### src/rtl/bus_pair_loader_pkg.sv
// Shared definitions for the serial nibble-pair loader.
// State encoding and default nibble width.
package bus_pair_loader_pkg;

  localparam int NIBBLE_W_DEF = 4;

  typedef enum logic [1:0] {
    IDLE    = 2'd0,
    SHIFT_A = 2'd1,
    SHIFT_B = 2'd2,
    HOLD    = 2'd3
  } state_e;

endpackage

### src/rtl/bus_pair_loader_if.sv
// Control, serial and pair-output bundle of the loader.
// slave = loader side, master = feeder/consumer side.
interface bus_pair_loader_if
  import bus_pair_loader_pkg::*;
#(
  parameter int NIBBLE_W = NIBBLE_W_DEF
);

  logic                start;
  logic                ser_in;
  logic                ser_valid;
  logic                out_ready;
  logic                out_valid;
  logic                busy;
  logic [NIBBLE_W-1:0] out_1;
  logic [NIBBLE_W-1:0] out_2;

  modport master (
    output start,
    output ser_in,
    output ser_valid,
    output out_ready,
    input  out_valid,
    input  busy,
    input  out_1,
    input  out_2
  );

  modport slave (
    input  start,
    input  ser_in,
    input  ser_valid,
    input  out_ready,
    output out_valid,
    output busy,
    output out_1,
    output out_2
  );

endinterface

### src/rtl/bus_pair_loader_nibble_shift_reg.sv
// Left-shifting nibble register, new bit enters the LSB.
// clr wins over en.
module nibble_shift_reg #(
  parameter int W = 4
) (
  input  logic         clk,
  input  logic         clr,
  input  logic         en,
  input  logic         bit_in,
  output logic [W-1:0] q
);

  // shift one bit in per enabled cycle
  always_ff @(posedge clk) begin
    if (clr) begin
      q <= '0;
    end else if (en) begin
      q <= (q << 1) | W'(bit_in);
    end
  end

endmodule

### src/rtl/bus_pair_loader.sv
// Assembles two MSB-first serial nibbles (A then B)
// and presents them as a valid/ready pair.
module bus_pair_loader
  import bus_pair_loader_pkg::*;
#(
  parameter int NIBBLE_W = NIBBLE_W_DEF
) (
  input  logic              clk,
  input  logic              rst,
  bus_pair_loader_if.slave  bus
);

  localparam int CW = $clog2(NIBBLE_W) + 1;
  localparam logic [CW-1:0] LAST = CW'(NIBBLE_W - 1);

  state_e              state;
  state_e              state_n;
  logic [CW-1:0]       cnt;
  logic [CW-1:0]       cnt_n;
  logic                sh_a;
  logic                sh_b;
  logic                load;
  logic [NIBBLE_W-1:0] a_q;
  logic [NIBBLE_W-1:0] b_q;
  logic [NIBBLE_W-1:0] b_nxt;
  logic [NIBBLE_W-1:0] out_1;
  logic [NIBBLE_W-1:0] out_2;

  nibble_shift_reg #(.W(NIBBLE_W)) u_a (
    .clk    (clk),
    .clr    (rst),
    .en     (sh_a),
    .bit_in (bus.ser_in),
    .q      (a_q)
  );

  nibble_shift_reg #(.W(NIBBLE_W)) u_b (
    .clk    (clk),
    .clr    (rst),
    .en     (sh_b),
    .bit_in (bus.ser_in),
    .q      (b_q)
  );

  // B's final bit is still in flight on the load edge
  assign b_nxt = (b_q << 1) | NIBBLE_W'(bus.ser_in);

  // next state, counter and shift enables
  always_comb begin
    state_n = state;
    cnt_n   = cnt;
    sh_a    = 1'b0;
    sh_b    = 1'b0;
    load    = 1'b0;
    unique case (state)
      IDLE: begin
        if (bus.start) begin
          state_n = SHIFT_A;
          cnt_n   = '0;
        end
      end
      SHIFT_A: begin
        if (bus.ser_valid) begin
          sh_a = 1'b1;
          if (cnt == LAST) begin
            state_n = SHIFT_B;
            cnt_n   = '0;
          end else begin
            cnt_n = cnt + CW'(1);
          end
        end
      end
      SHIFT_B: begin
        if (bus.ser_valid) begin
          sh_b = 1'b1;
          if (cnt == LAST) begin
            state_n = HOLD;
            cnt_n   = '0;
            load    = 1'b1;
          end else begin
            cnt_n = cnt + CW'(1);
          end
        end
      end
      HOLD: begin
        if (bus.out_ready) begin
          state_n = bus.start ? SHIFT_A : IDLE;
          cnt_n   = '0;
        end
      end
      default: begin
        state_n = IDLE;
        cnt_n   = '0;
      end
    endcase
  end

  // state, counter and output pair registers
  always_ff @(posedge clk) begin
    if (rst) begin
      state <= IDLE;
      cnt   <= '0;
      out_1 <= '0;
      out_2 <= '0;
    end else begin
      state <= state_n;
      cnt   <= cnt_n;
      if (load) begin
        out_1 <= a_q;
        out_2 <= b_nxt;
      end
    end
  end

  assign bus.out_1     = out_1;
  assign bus.out_2     = out_2;
  assign bus.out_valid = (state == HOLD);
  assign bus.busy      = (state == SHIFT_A) ||
                         (state == SHIFT_B);

endmodule

### src/flat_wrapper.sv
// flat-port wrapper written by rule: the top's interface ports become plain ports
module bus_pair_loader_flat import bus_pair_loader_pkg::*;
#(
  parameter int NIBBLE_W = NIBBLE_W_DEF
)
  (clk, rst, bus_start, bus_ser_in, bus_ser_valid, bus_out_ready, bus_out_valid, bus_busy, bus_out_1, bus_out_2);
  bus_pair_loader_if #(.NIBBLE_W(NIBBLE_W)) bus_i ();
  input  logic clk;
  input  logic rst;
  input wire logic [$bits(bus_i.start)-1:0] bus_start;
  input wire logic [$bits(bus_i.ser_in)-1:0] bus_ser_in;
  input wire logic [$bits(bus_i.ser_valid)-1:0] bus_ser_valid;
  input wire logic [$bits(bus_i.out_ready)-1:0] bus_out_ready;
  output wire logic [$bits(bus_i.out_valid)-1:0] bus_out_valid;
  output wire logic [$bits(bus_i.busy)-1:0] bus_busy;
  output wire logic [$bits(bus_i.out_1)-1:0] bus_out_1;
  output wire logic [$bits(bus_i.out_2)-1:0] bus_out_2;
  assign bus_i.start = bus_start;
  assign bus_i.ser_in = bus_ser_in;
  assign bus_i.ser_valid = bus_ser_valid;
  assign bus_i.out_ready = bus_out_ready;
  assign bus_out_valid = bus_i.out_valid;
  assign bus_busy = bus_i.busy;
  assign bus_out_1 = bus_i.out_1;
  assign bus_out_2 = bus_i.out_2;
  bus_pair_loader #(.NIBBLE_W(NIBBLE_W)) u_core (.clk(clk), .rst(rst), .bus(bus_i));
endmodule
### config.mk
export PLATFORM = sky130hd
export DESIGN_NAME = bus_pair_loader_flat
export DESIGN_NICKNAME = d
export VERILOG_FILES = /design/src/rtl/bus_pair_loader_pkg.sv /design/src/rtl/bus_pair_loader_if.sv /design/src/rtl/bus_pair_loader_nibble_shift_reg.sv /design/src/rtl/bus_pair_loader.sv /design/src/flat_wrapper.sv
export SDC_FILE = /design/constraint.sdc
export NUM_CORES = 1
export LEC_CHECK = 0
export BUFFER_PORTS_ARGS = -buffer_cell sky130_fd_sc_hd__buf_2
export CORE_AREA = 2 2 59 61
export CTS_CLUSTER_SIZE = 24
export DETAILED_ROUTE_END_ITERATION = 10
export DIE_AREA = 0 0 61 63
export GPL_TIMING_DRIVEN = 1
export PLACE_DENSITY = 0.47
export SLEW_MARGIN = 20
export SYNTH_ARGS = -nofsm -noshare
export SYNTH_HDL_FRONTEND = slang
export SYNTH_SLANG_ARGS = --single-unit
### constraint.sdc
create_clock -name clk -period 2.14 [get_ports clk]
set_input_delay 0.321 -clock clk [delete_from_list [all_inputs] [get_ports clk]]
set_output_delay 0.321 -clock clk [all_outputs]
set_load 0.05 [all_outputs]
==> results list, run 1 <==
* Largest delay share family, worst path: flip-flops
- Critical path required time: 1.82 ns
* Delay of the slowest cell on the worst path: 0.46 ns
- Setup violations remaining at the end of the flow were counted as 0.
* Number of buffers inserted during clock tree synthesis: 3
- Among all flip-flop cells after synthesis, the most frequent one is dfxtp_1.
- The later pin in the worst-skew pair is clocked with a latency of 0.30 ns.
- Post-layout min period: 1.89 ns
- Startpoint Class: flip-flop
* Post-route DRC: 0
- Reg clk slew, reported paths: 0.12 ns
- TritonCTS built the clock tree.
- Pin count of the biggest net entering global routing: 19
* Portion of the clock cycle consumed by the worst path in the final layout: 88.4%
* Worst min-delay path endpoint: u_core.bus.out_2[0]$_SDFFE_PP0P_
* Most frequent standard cell in the layout excluding fill and tap cells: nand2_1
- The floorplan step defined a core boundary enclosing 3230 µm².
* WHS Path Cells: 3
- Crit path DAT: 1.57 ns
- Top cells by area, synth: dfxtp_1, nand2_1, ha_1
* Routed length per placed instance: 9.73 µm
- In the layout the commonest cells are nand2_1, dfxtp_1, a21oi_1.
- From synthesis to final layout, the design area changed by 17.5%.
- The worst setup path is of the reg -> out kind.
* Worst-path cell chain: inv_1 -> ha_1 -> buf_2
* Yosys top cell by area: dfxtp_1
- After routing, the total negative slack on setup checks comes to 0 ns.
- VDD IR max: 0.435 mV
* Area fraction of the dominant cell type after synthesis: 43.5%
- In this run the power density over the cells is 1040 nW/µm².
* Hold Path Class: in -> reg
* Number of warning messages in the yosys log: 0
* Count of clock tree sinks: 20
* Width of the chip: 61 µm
- In this run, distinct cell masters in the synthesized netlist total 18.
* Part of the power in the clock network: 27.4%
- In this run the remaining antenna-violating nets after routing total 0.
- Number of fill cells: 355
* Post-CTS setup buffers: 0
- The root buffer cell chosen for the clock tree is clkbuf_4.
* Avg Inst Size Synth: 8.30 µm²
- Flop-to-flop setup slack: 0.53 ns
* Number of nets in the final layout: 141
- Port Buffers: 15
* Actual transition at the worst max-transition pin: 0.332 ns
- In this run the number of H-tree levels came out at 1.
- During I/O placement, the number of pins put on the boundary was 16.
* Least setup slack across all paths after layout: 0.249 ns
- Die outline height: 63 µm
- Clock skew: 0.00736 ns
- Internal cell power: 738 µW
* Cell row count: 21
- Grt total ovfl: 0
- After the first detailed-routing iteration, the DRC count stood at 12.
- Number of maximum-capacitance violations: 0
- Synthesized area: 921 µm²
- Gp weighted congestion: 0.790
- Die Area: 3840 µm²
* Reg2reg path depth: 6
- Area of placed instances: 1030 µm²
* Switching component of the power: 389 µW
- Via count of the routed design: 760
- Overall fraction of global-route tracks in use: 10.3%
* Relative slew slack: 77.8%
- Post-Place Setup Slack: 0.543 ns
* Number of hold-repair buffers added at the cts stage: 0
- The number of antenna violations at the first check in global routing came to 0.
- Number of instances in the synthesized netlist: 111
* RR Endpoint: u_core.cnt[0]$_SDFFE_PP0P_
- Once detailed placement completed, the half-perimeter wirelength came to 1250 µm.
- Wire length of the first global-routing pass: 3020 µm
- Post_cts resized: 0
* Fraction of synthesis flops using an asynchronous set or reset pin: 0%
- Counting every net in the synthesized netlist gives 125.
- STA classifies the critical path endpoint as an output pin.
- Total inserted antenna cells: 0
- Net switching is 34.5% of the power.
- After detailed routing, the total wire length is 1670 µm.
- Once layout is done, the placed cells without fillers occupy 1080 µm².
* Flop pwr share: 38.6%
* Largest driver fanout on the critical path: 7
- Of the synthesized area, sequential elements account for 43.5%.
- Hold path startpoint: bus_ser_in
- Master of the slowest instance on the critical path: dfxtp_1
- Drt first pass iters: 4
* Final slew viol count: 0
- In the routed layout, each cell is associated on average with a via count of 4.42.
- In this run the critical register-to-register path is launched from u_core.state[0]$_SDFFE_PP0P_.
- Static timing analysis puts the maximum clock frequency at 0.529 GHz.
* Fin. Hold Viols: 0
* Critical path buffers and inverters: 2
- In this run, synthesis produced a sequential element count of 20.
- Via count of the first global-routing pass: 674
- Unrepaired setup endpoints after global routing: no
* Leakage power total: 0.000432 µW
- Outcome: finished, final reports clean
* Number of flops mapped to enable cells by yosys: 0
* Starting density of the core: 28.5%
* Combinational fraction of design power: 34.0%
- Layout cells sized above 1: 16.7%
* Number of buffers on the longest clock path: 2
[metrics by stage]
step,utilization [%],power (µW),hold WS [ns],instances
6_report,33.5,1130,0.268,172
3_3_place_gp,31.9,823,0.439,168
5_1_grt,33.5,1220,0.258,172
3_5_place_dp,31.9,829,0.446,168
4_1_cts,33.5,1140,0.260,172
2_1_floorplan,-,758,0.432,111
[state kept, by name, summed over array words and instances, names as in the netlist]
name	cells
u_core.state	2
u_core.u_a.q	4
u_core.bus.out_1	4
u_core.cnt	3
u_core.u_b.q	3
u_core.bus.out_2	4
[cell type report]
cell class              instances  area [µm²]  share of cell area, %
clock buffers                   3        22.5                   2.08
clock inverters                 1        30.0                   2.77
inverters                       5        18.8                   1.73
multi-input cells              82         478                   44.2
flip-flops and latches         20         400                   37.0
well taps                      46        57.6                   5.32
repair buffers                 15        75.1                   6.94
[cells by family (layout without fill, tap and decap cells)]
family	Yosys count	count (layout)	synth area share, %
flops	20	20	43.5
compound gates	22	22	13.9
mux	3	3	3.26
fa+ha+maj	8	8	10.9
buf+inv	9	24	4.62
simple gates	49	49	23.9
[worst max-delay path by stage]
stage                                      start                    endpoint  slack, ns  cells past startpoint
detailed placement  u_core.state[0]$_SDFFE_PP0P_  u_core.cnt[0]$_SDFFE_PP0P_       0.54                      6
global route        u_core.state[0]$_SDFFE_PP0P_                    bus_busy       0.09                      3
finish              u_core.state[0]$_SDFFE_PP0P_                    bus_busy       0.25                      3
floorplan           u_core.state[0]$_SDFFE_PP0P_  u_core.cnt[0]$_SDFFE_PP0P_       0.40                      6
global placement    u_core.state[0]$_SDFFE_PP0P_  u_core.cnt[0]$_SDFFE_PP0P_       0.60                      6
CTS                 u_core.state[0]$_SDFFE_PP0P_                    bus_busy       0.23                      3
[power groups by stage]
stage                     registers (µW)  clock network [µW]  logic (µW)
after global placement               441                   0         383
after detailed placement             444                   0         385
final                                434                 309         383
after global routing                 442                 337         437
after floorplan                      435                   0         323
after CTS                            435                 317         387
[worst register-to-register path: stages, from the launching register on]
cell and delay [ns]:
dfxtp_1 0.46, inv_1 0.13, ha_1 0.38, nand2b_1 0.11
o221a_4 0.19, mux2i_1 0.18, nor2_1 0.05
[synth_stat cells (2+ instances only)]
library cell / count
a21oi_1: 17
inv_1: 5
nand3_1: 10
dfxtp_1: 20
nor2_1: 4
nand2_1: 29
nand2b_1: 3
ha_1: 8
o22ai_1: 2
o21ai_0: 2
mux2i_1: 3
buf_4: 2
[routing by layer]
layer / global-route usage (%) / part of all wire, % / up-vias
li1: - / - / 399
met1: 13.6 / 52 / 347
met2: 15.6 / 44 / 12
met3: 2.48 / 3.6 / 2
met4: 4.08 / 1.1 / 0
met5: 0 / 0 / -
Note: power is estimated with default switching activity, not from simulation.
==> run 2, diff against run 1 <==
Settings changed: REMOVE_ABC_BUFFERS from default to 1.
==> run 2 against run 1 <==
Maximum frequency shrank 1.5%. Largest cell class unchanged. Non-clock buffer count is the same. First-iteration DRC count shrank 8.3%. Worst setup slack lost 0.029 ns. Critical path type unchanged. Critical path depth is the same.
==> results list, run 2 (same netlist as run 1, synthesis figures left out) <==
- Outcome: finished, final reports clean
- The number of clock buffers inserted by TritonCTS came to 3 (unchanged).
- Final setup violation count: 0 (unchanged)
* Pin count of the biggest net entering global routing: 19 (unchanged)
- The slowest stage of the critical path belongs to the cell dfxtp_1.
- VDD IR max: 0.359 mV (-17%)
* Post-detail-place hpwl: 1320 µm (+5.8%)
* Most used cells in the layout excluding fill and tap cells: nand2_1, dfxtp_1, a21oi_1
* Layout cells sized above 1: 16.7% (unchanged)
- The number of buffer and inverter instances along the worst setup path came to 2 (unchanged).
- The worst path required time is 1.82 ns (about the same).
* Antenna violations before repair: 0 (unchanged)
* Clock root buffer master: clkbuf_4
- Number of placed instances with taps included: 168 (unchanged)
* Fin. Hold Viols: 0 (unchanged)
- Routed wire length: 1740 µm (+3.8%)
- Starting density of the core: 28.5% (unchanged)
- The insertion delay of the later-clocked pin in the worst-skew pair came to 0.29 ns (about the same).
- Delay of the slowest cell on the worst path: 0.46 ns (about the same)
- CTS tree: yes
- The maximum clock skew at final layout was 0.00947 ns (+0.00211 ns).
- Startpoint of the most critical register-to-register path: u_core.state[0]$_SDFFE_PP0P_
* Number of buffers on the longest clock path: 2 (unchanged)
* Post-CTS setup buffers: 0 (unchanged)
* Registers with the most flip-flops: u_core.bus.out_1 (4), u_core.bus.out_2 (4), u_core.u_a.q (4)
* Number of nets in the final layout: 141 (unchanged)
* Overall power: 1040 µW (-7.6%)
* Htree depth: 1 (unchanged)
- The period utilization is 89.7% (+1.3 points).
- The I/O pin count is 16 (unchanged).
* Wire length of the first global-routing pass: 3040 µm (+0.90%)
- The mean routed wirelength per cell is 10.1 µm (+3.8%).
- The worst setup path is launched from a flip-flop.
- Core Region: 3230 µm² (unchanged)
* Number of hold-repair buffers added at the cts stage: 0 (unchanged)
* Post-layout min period: 1.92 ns (+0.0288 ns)
* Via count of the routed design: 757 (-0.39%)
- The worst setup path is of the reg -> out kind.
* Launching instance or port of the critical path: u_core.state[0]$_SDFFE_PP0P_
* Post_cts resized: 0 (unchanged)
* Worst min-delay path endpoint: u_core.u_b.q[0]$_SDFFE_PP0P_
- Crit. End Element: output pin
* Relative slew slack: 75.7% (-2.1 points)
* Setup TNS: 0 ns (unchanged)
- Number of maximum-capacitance violations: 0 (unchanged)
- The number of rows created at floorplan is 21 (unchanged).
- Leakage power total: 0.000425 µW (-1.6%)
- The per-cell via count in the routed design was 4.40 (-0.39%).
* Reg2reg path depth: 6 (unchanged)
- The full die area was 3840 µm² (unchanged).
* Width of the chip: 61 µm (unchanged)
- The highest fanout seen on the critical path came to 7 (unchanged).
* Gp weighted congestion: 0.710 (-10%)
- Flop-to-flop setup slack: 0.50 ns (-0.03 ns)
- Largest delay share family, worst path: flip-flops
- The global-route total usage across every layer was 10.5% (+0.22 points).
- Setup repair after global routing left no endpoint under its margin.
- The number of I/O port buffers is 15 (unchanged).
* Number of violations reported at the end of detailed-routing iteration 0: 11 (-1)
- Layout-stage area growth over the synthesis result: 15.8%
- Most frequent standard cell in the layout excluding fill and tap cells: nand2_1
* Grt total ovfl: 0 (unchanged)
* Drt first pass iters: 4 (unchanged)
* Count of clock tree sinks: 20 (unchanged)
- Total inserted antenna cells: 0 (unchanged)
- Hold Path Class: in -> reg
- Final antenna-violating net count: 0 (unchanged)
- Die outline height: 63 µm (unchanged)
- Crit path DAT: 1.60 ns (+0.03 ns)
- Hold path startpoint: bus_ser_in
* Worst-path cell chain: inv_1 -> ha_1 -> buf_2
* Reg clk slew, reported paths: 0.12 ns (about the same)
- Post-route DRC: 0 (unchanged)
* WHS Path Cells: 3 (unchanged)
* Final slew viol count: 0 (unchanged)
- The power density of the placed cells came to 976 nW/µm² (-6.2%).
- The final non-filler cell total was 172 (unchanged).
* Via count of the first global-routing pass: 698 (+3.6%)
* RR Endpoint: u_core.cnt[0]$_SDFFE_PP0P_
* Fmax achieved: 0.521 GHz (-1.5%)
- The actual slew at the worst max-slew pin is 0.364 ns (+0.0320 ns).
## run 2: cell count changes in the layout (fill, tap and decap cells not counted), sizes merged
cell / before / now
bufinv: 1 / 0
clkbuf: 3 / 4
## run 2: worst max-delay path by stage
stage / end / cells after the start
after CTS: bus_busy / 3
after global routing: bus_busy / 3
after detailed placement: u_core.cnt[0]$_SDFFE_PP0P_ / 6
final: bus_busy / 3
after global placement: u_core.cnt[0]$_SDFFE_PP0P_ / 6
after floorplan: u_core.cnt[0]$_SDFFE_PP0P_ / 6
## run 2: through the flow
step	worst slack, ns	util (%)	hold WS [ns]	instance area [µm²]
detailed placement	0.508	31.9	0.445	1030
floorplan	0.411	-	0.390	897
global route	0.0820	33.0	0.293	1070
finish	0.220	33.0	0.290	1070
CTS	0.208	33.0	0.284	1070
global placement	0.603	31.9	0.438	1030
## run 2: worst min-delay path, stage by stage
cell and delay (ns):
buf_2 0.12, nand3_1 0.06, a21oi_1 0.05
## run 2: cell type report
| type | count | area (µm²) |
|---|---|---|
| clock buffers | 4 | 36.3 |
| fillers | 347 | 2170 |
| inverters | 5 | 18.8 |
| multi-input cells | 82 | 478 |
| flip-flops and latches | 20 | 400 |
| well taps | 46 | 57.6 |
| repair buffers | 15 | 75.1 |
## run 2: where the power goes
part | switching [µW] | total [µW] | internal, µW | leakage [µW]
registers | 32.8 | 434 | 401 | 0.000162
clock network | 113 | 217 | 104 | 0.0000210
logic | 242 | 390 | 148 | 0.000243
## run 2: per-layer routing
metal | GRT usage, % | vias up | share of wire [%]
li1 | - | 400 | -
met1 | 13.1 | 342 | 47
met5 | 0 | - | 0
met3 | 2.48 | 2 | 4.8
met4 | 4.08 | 0 | 1.1
met2 | 16.9 | 13 | 47
